## config.mk

```make
export PLATFORM = sky130hd
export DESIGN_NAME = mux8_scan_ctrl
export DESIGN_NICKNAME = d
export VERILOG_FILES = /design/src/rtl/mux_scan_pkg.sv /design/src/rtl/dwell_counter.sv /design/src/rtl/mux8_scan_ctrl.sv
export SDC_FILE = /design/constraint.sdc
export NUM_CORES = 1
export LEC_CHECK = 0
export BUFFER_PORTS_ARGS = -buffer_cell sky130_fd_sc_hd__buf_4
export CORE_MARGIN = 5
export CORE_UTILIZATION = 61
export CTS_CLUSTER_SIZE = 24
export DETAILED_ROUTE_END_ITERATION = 10
export HOLD_SLACK_MARGIN = 0.03
export PLACE_DENSITY = 0.85
export SYNTH_ARGS = -nofsm -noshare
export SYNTH_HDL_FRONTEND = slang
export SYNTH_HIERARCHICAL = 1
export SYNTH_SLANG_ARGS = --single-unit
```

## constraint.sdc

```tcl
create_clock -name clk -period 5.85 [get_ports clk]
set_input_delay 0.585 -clock clk [delete_from_list [all_inputs] [get_ports clk]]
set_output_delay 0.585 -clock clk [all_outputs]
set_load 0.005 [all_outputs]
```

## src/rtl/mux_scan_pkg.sv

```systemverilog
// rtl/mux_scan_pkg.sv - shared types and constants for the mux8 scan sequencer
package mux_scan_pkg;

    typedef enum logic {
        IDLE = 1'b0,
        SCAN = 1'b1
    } scan_state_e;

    localparam int SEL_W     = 3;
    localparam int NUM_CH    = 8;
    localparam int DATA_W    = 32;
    localparam int CNT_W     = 16;
    localparam int DWELL_MIN = 1;
    localparam int DWELL_MAX = 65535;

    localparam logic [SEL_W-1:0] LAST_CH = SEL_W'(NUM_CH - 1);

endpackage

```

## src/rtl/dwell_counter.sv

```systemverilog
// rtl/dwell_counter.sv - per-channel dwell counter, terminal count at DWELL-1
module dwell_counter
    import mux_scan_pkg::*;
#(
    parameter int DWELL = 4
) (
    input  logic clk,
    input  logic rst,
    input  logic clr,
    input  logic en,
    output logic tc
);

    localparam logic [CNT_W-1:0] LAST = CNT_W'(DWELL - 1);

    logic [CNT_W-1:0] cnt;

    assign tc = (cnt == LAST);

    // Wraps to zero on terminal count so back-to-back dwells need no clear
    always_ff @(posedge clk or posedge rst) begin
        if (rst) begin
            cnt <= '0;
        end else if (clr) begin
            cnt <= '0;
        end else if (en) begin
            cnt <= tc ? '0 : cnt + CNT_W'(1);
        end
    end

endmodule

```

## src/rtl/mux8_scan_ctrl.sv

```systemverilog
// rtl/mux8_scan_ctrl.sv - sweeps an 8:1 mux select and captures each channel
module mux8_scan_ctrl
    import mux_scan_pkg::*;
#(
    parameter int DWELL = 4
) (
    input  logic              clk,
    input  logic              rst,
    input  logic              start,
    input  logic              cont,
    input  logic              abort,
    input  logic [DATA_W-1:0] mux_o,
    output logic [SEL_W-1:0]  s,
    output logic [DATA_W-1:0] cap_data,
    output logic [SEL_W-1:0]  cap_idx,
    output logic              cap_valid,
    output logic              busy,
    output logic              done,
    output logic [DATA_W-1:0] sweep_sum
);

    scan_state_e       state, state_d;
    logic              tc;
    logic              capture;
    logic              last;
    logic [DATA_W-1:0] acc;

    dwell_counter #(.DWELL(DWELL)) u_dwell (
        .clk (clk),
        .rst (rst),
        .clr ((state == IDLE) || abort),
        .en  ((state == SCAN) && !abort),
        .tc  (tc)
    );

    always_ff @(posedge clk or posedge rst) begin
        if (rst) begin
            state <= IDLE;
        end else begin
            state <= state_d;
        end
    end

    // Abort outranks the capture, including the final one of a sweep
    always_comb begin
        state_d = state;
        capture = 1'b0;
        last    = 1'b0;
        case (state)
            IDLE: begin
                if (start) begin
                    state_d = SCAN;
                end
            end
            SCAN: begin
                if (abort) begin
                    state_d = IDLE;
                end else if (tc) begin
                    capture = 1'b1;
                    if (s == LAST_CH) begin
                        last = 1'b1;
                        if (!cont) begin
                            state_d = IDLE;
                        end
                    end
                end
            end
            default: state_d = IDLE;
        endcase
    end

    always_ff @(posedge clk or posedge rst) begin
        if (rst) begin
            s         <= '0;
            acc       <= '0;
            cap_data  <= '0;
            cap_idx   <= '0;
            cap_valid <= 1'b0;
            busy      <= 1'b0;
            done      <= 1'b0;
            sweep_sum <= '0;
        end else begin
            busy      <= (state_d == SCAN);
            cap_valid <= capture;
            done      <= last;
            if ((state == IDLE) && start) begin
                s   <= '0;
                acc <= '0;
            end else if ((state == SCAN) && abort) begin
                s <= '0;
            end else if (capture) begin
                cap_data <= mux_o;
                cap_idx  <= s;
                if (last) begin
                    s         <= '0;
                    acc       <= '0;
                    sweep_sum <= acc + mux_o;
                end else begin
                    s   <= s + SEL_W'(1);
                    acc <= acc + mux_o;
                end
            end
        end
    end

endmodule

```

* Word level (Yosys, flattened, before mapping) *
Cells that the tools add are included.

cells by class
  add/subtract/negate cells = 3
  multipliers = 0
  divide/modulo/power cells = 0
  order comparisons = 0
  eq/ne operators = 3
  shift-type cells = 0
  multiplexer cells = 24
  bitwise gates (word level) = 3
  reduce and logical (&&, ||, !) cells = 11

operators with widths
  operator                                                           number
  32-bit two-way mux                                                 4
  16-bit two-way mux                                                 3
  32-bit adder                                                       1
  16-bit by 1-bit adder with 16-bit output (second input constant)   1
  16-bit by 2-bit == test with 1-bit output (second input constant)  1
  1-bit two-way mux                                                  12
  3-bit two-way mux                                                  4
  4-bit AND reduction                                                1
  2-bit nonzero test                                                 2
  3-bit by 1-bit adder with 3-bit output (second input constant)     1
  3-bit == test (second input constant)                              1
  1-bit logical AND                                                  3
  1-bit inverter                                                     3
  3-bit AND reduction                                                1
  3-bit nonzero test                                                 1
  2-bit != test (second input constant)                              1
  1-bit one-hot mux with 2 select lines                              1
  2-bit AND reduction                                                1
  1-bit zero test                                                    1
  1-bit logical OR                                                   1

word-level totals
  register bits = 121
  latch bits = 0
  bits in writable memories = 0
  ROM bits = 0
  bits of input ports = 37
  output and inout bits = 73
  memories = 0

* Longest topological paths before layout *
  depth after elaboration = 9
  gate-level depth with buffers = 10
  depth with buffers taken out = 10

* By module *
Netlist, hierarchy kept.

modules (own cells, without submodules)
  module          instances  cells each  area each (sq um)  sequential area each (sq um)
  mux8_scan_ctrl  1          600         5691.7             2627.5
  dwell_counter   1          95          889.6              400.4

* Least setup slack after synthesis *
Ideal clock, no wire load.

  path type = input to register
  start point = in mux_o[18]
  end point = reg sweep_sum[31]
  setup time = 125 ps
  arrival = 2840 ps
  path slack = 2885 ps
  stages = 9
  path buffers = 0
  cell sequence = ha_1 -> and4_1 -> a2111oi_1 -> o21ai_1 -> a2111oi_4 -> o221ai_2 -> a311oi_4 -> xnor3_1 -> mux2_4

between the ends
  word-level cells in the longest chain between the ends = 1

RTL lines
  element                 RTL line              RTL
  start: declaration      mux8_scan_ctrl.sv:12  input logic [DATA_W-1:0] mux_o,
  32-bit adder            mux8_scan_ctrl.sv:97  sweep_sum <= acc + mux_o;
  end signal: assignment  mux8_scan_ctrl.sv:97
  end: declaration        mux8_scan_ctrl.sv:19  output logic [DATA_W-1:0] sweep_sum

No other way between the ends.
A chain may end at the register's enable or synchronous reset.

* Worst setup path in the final report *
  start point = reg u_dwell.cnt[0]
  end point = reg sweep_sum[31]

between the ends
  word-level cells in the longest chain between the ends = 5

RTL lines
  element                                      RTL line              RTL
  start: declaration                           dwell_counter.sv:16   logic [CNT_W-1:0] cnt;
  start signal: assignment                     dwell_counter.sv:27   cnt <= tc ? '0 : cnt + CNT_W'(1);
  16-bit by 2-bit == test with 1-bit output *  dwell_counter.sv:18   assign tc = (cnt == LAST);
  via tc                                       mux8_scan_ctrl.sv:23  logic tc;
  1-bit two-way mux                            mux8_scan_ctrl.sv:58  end else if (tc) begin
  1-bit two-way mux                            mux8_scan_ctrl.sv:56  if (abort) begin
  1-bit two-way mux                            mux8_scan_ctrl.sv:49  case (state)
  4-bit AND reduction (no line) *              -

Mark *: on every way through the listed nets, which the timed path passes. The rest lies on a longest branch.

==> flow_metrics.py <==
metrics = {
    "final_layout": {
        "diodes": 0,
        "final_util_pct": 75.78,
        "layout-drive-gt1-share_pct": 22.18,
        "nets": 875,
        "area_growth_pct": 23.17,
        "final_cells": 956,
    },
    "min_path": {
        "min_path_type": "input port to async pin",
    },
    "yosys": {
        "synth_area_mm2": 0.006581,
        "yosysMostFrequentCell": "nand2_1",
        "ys.flop_type": "dfrtp_1",
        "syn_inst": 695,
        "syn_nets": 767,
        "yosysUniqueCellTypes": 62,
        "synthTopCellsByCount": "165 x nand2_1, 121 x dfrtp_1, 44 x nor2_1",
        "yosysSeqAreaShare_pct": 46.01,
        "syn_avg_cell_area_um2": 9.470,
        "synth_top_area_cell": "dfrtp_1",
        "synthArstFlopShare_pct": 100.0,
        "synth-edff-count": 0,
        "netlist_top_cells_area": "dfrtp_1 46%, nand2_1 9.4%, ha_1 6.5%",
        "synth_top_area_share_pct": 46.01,
        "synth_warnings": 6,
        "ys_seq_elements": 121,
    },
    "floorplan": {
        "die_area_mm2": 0.01297,
        "die_h_um": 113.9,
        "start_util_pct": 61.52,
        "rows": 38,
        "core_mm2": 0.01070,
        "die_w_um": 113.9,
        "io_pins": 110,
    },
    "grt": {
        "grt_max_degree": 66,
        "grt_first_pass_wirelength_um": 28290,
        "grt_pass1_vias": 5780,
        "overflow": 0,
        "busiest_layer": "met2",
        "antenna_found_initial": 0,
        "use_met1_pct": 35.47,
        "met2_usage_pct": 45.62,
        "grtUsageMet3_pct": 4.721,
        "grt_usage_pct": 27.14,
    },
    "drt": {
        "vias": 5671,
        "drt_iter0_markers": 349,
        "drtPass1Iterations": 5,
        "wl_um": 16930,
        "ant_nets": 0,
        "post-route-drc-count": 0,
        "viasPerCell": 5.932,
        "wl_per_cell_um": 17.71,
    },
    "worst_setup_path": {
        "worstSetupEndpointType": "flip-flop",
        "startpoint_type": "flip-flop",
        "required_ns": 6.26,
        "r2r_slack_ns": 2.15,
        "path_class": "flip-flop to flip-flop",
        "crit_fanout": 40,
        "crit_arrival_ns": 4.10,
    },
    "clock_network": {
        "clockBufferDepth": 2,
        "clock_sinks": 121,
        "insertion_delay_ns": 0.53,
        "cts.clk_slew.worst_paths_ns": 0.06,
        "cts_setup_buffers": 0,
        "cts-resized-gates": 0,
        "cts_root_buf": "clkbuf_8",
        "hold_buffers": 0,
        "h-tree-depth": 4,
        "cts_buffers": 17,
        "cts_tree": "built",
    },
    "power_and_ir_drop": {
        "total_power_mw": 1.981,
        "p_per_area_mw_per_mm2": 244.4,
        "max-vdd-ir-drop_uv": 199.3,
        "cellLeakagePower_nw": 4.208,
    },
    "timing": {
        "timing.final.hold_violations": 0,
        "finalSetupViolCount": 0,
        "worstMarginPinSlew_ns": 1.079,
        "max_freq_ghz": 0.2705,
        "skew_ns": 0.008301,
        "period_share_pct": 63.18,
        "rsz0062_at_grt": "false",
        "finalSetupTns_ns": 0,
        "slew_viol_final": 0,
        "slew_headroom_pct": 27.14,
        "setup_slack_ns": 2.154,
        "final.min_clock_period_ns": 3.696,
    },
    "job": {
        "drv_cap": 0,
    },
    "placement": {
        "hpwl_um": 11510,
        "place_inst": 924,
        "place_congestion": 0.9609,
        "io_buffers": 109,
        "place_ws_ns": 2.229,
    },
    "outcome": {
        "outcome": "finished clean",
    },
}
[per-layer routing]
layer / part of all wire, % / wire [um] / up-vias
met3: 6.5 / 1096 / 33
li1: - / - / 2686
met1: 42 / 7067 / 2750
met5: 0 / 0 / -
met2: 50 / 8400 / 202
met4: 2.2 / 369 / 0
[cells in the final DEF (no fill, tap or decap), drive strengths merged, types with 4 or more instances in the layout]
cell,count
a21boi,4
a21o,15
a21oi,30
a22o,25
a31oi,6
and3,5
and4,4
buf,115
clkbuf,21
clkinv,6
dfrtp,121
ha,34
inv,16
mux2,18
nand2,165
nand2b,9
nand3,14
nand4,10
nor2,44
nor2b,7
nor3,14
nor4,8
o211ai,7
o21a,11
o21ai,16
o21bai,4
o31ai,9
or2,4
or3,7
xnor2,17
xor2,9
[cells by family (layout without fill, tap and decap cells)]
group / after synthesis / after routing / synth area share, %
flip-flops: 121 / 121 / 46.01
multiplexers: 20 / 20 / 3.441
AO/OA/AOI/OAI: 151 / 151 / 16.96
AND/OR/NAND/NOR: 299 / 299 / 20.59
adder cells (fa/ha/maj): 35 / 35 / 6.768
XOR/XNOR: 27 / 27 / 3.802
buffers and inverters: 42 / 163 / 2.433
[sequential cells by signal (all words and copies together), names as in the netlist]
register     cells
acc             32
cap_valid        1
cap_idx          3
u_dwell/cnt     16
done             1
cap_data        32
busy             1
sweep_sum       32
s                3
[power breakdown]
part	internal, mW	total (mW)	switching, mW
clock network	0.638	1.02	0.384
logic	0.0425	0.117	0.0748
registers	0.840	0.842	0.00205
total	1.52	1.98	0.461
[worst paths after layout]
kind,depth (start not counted),end,from
hold reg to reg,2,cap_data[15],cap_data[15]
min in group clk,3,cap_data[13],mux_o[13]
setup reg to reg,10,sweep_sum[31],u_dwell/cnt[0]
hold / removal,2,cap_data[28],rst
setup / recovery,10,sweep_sum[31],u_dwell/cnt[0]
max in group asynchronous,3,sweep_sum[4],rst
[critical path, stage by stage (launching register included)]
cell and delay [ns]:
dfrtp_1 0.40, ha_1 0.28, nor4b_1 0.18, and4_1 0.23, nand2_1 0.07, buf_4 0.41
inv_1 0.11, nand2_1 0.59, clkinv_1 0.56, buf_4 0.41, mux2_4 0.33
[stage by stage]
| stage | area [um^2] | hold slack [ns] |
|---|---|---|
| after global routing | 8107 | 0.1513 |
| final | 8107 | 0.1070 |
| after global placement | 7527 | 0.4583 |
| after CTS | 8107 | 0.1252 |
| after floorplan | 6581 | 0.4526 |
| after detailed placement | 7527 | 0.4636 |
[cell type report]
type	instances	area, um^2
Clock buffer	21	459.2
Fill cell	748	2591
Inverter	16	62.56
Timing Repair Buffer	115	863.3
Tap cell	140	175.2
Clock inverter	11	120.1
Multi-Input combinational cell	532	3398
Sequential cell	121	3028
Note: power is estimated with default switching activity, not from simulation.
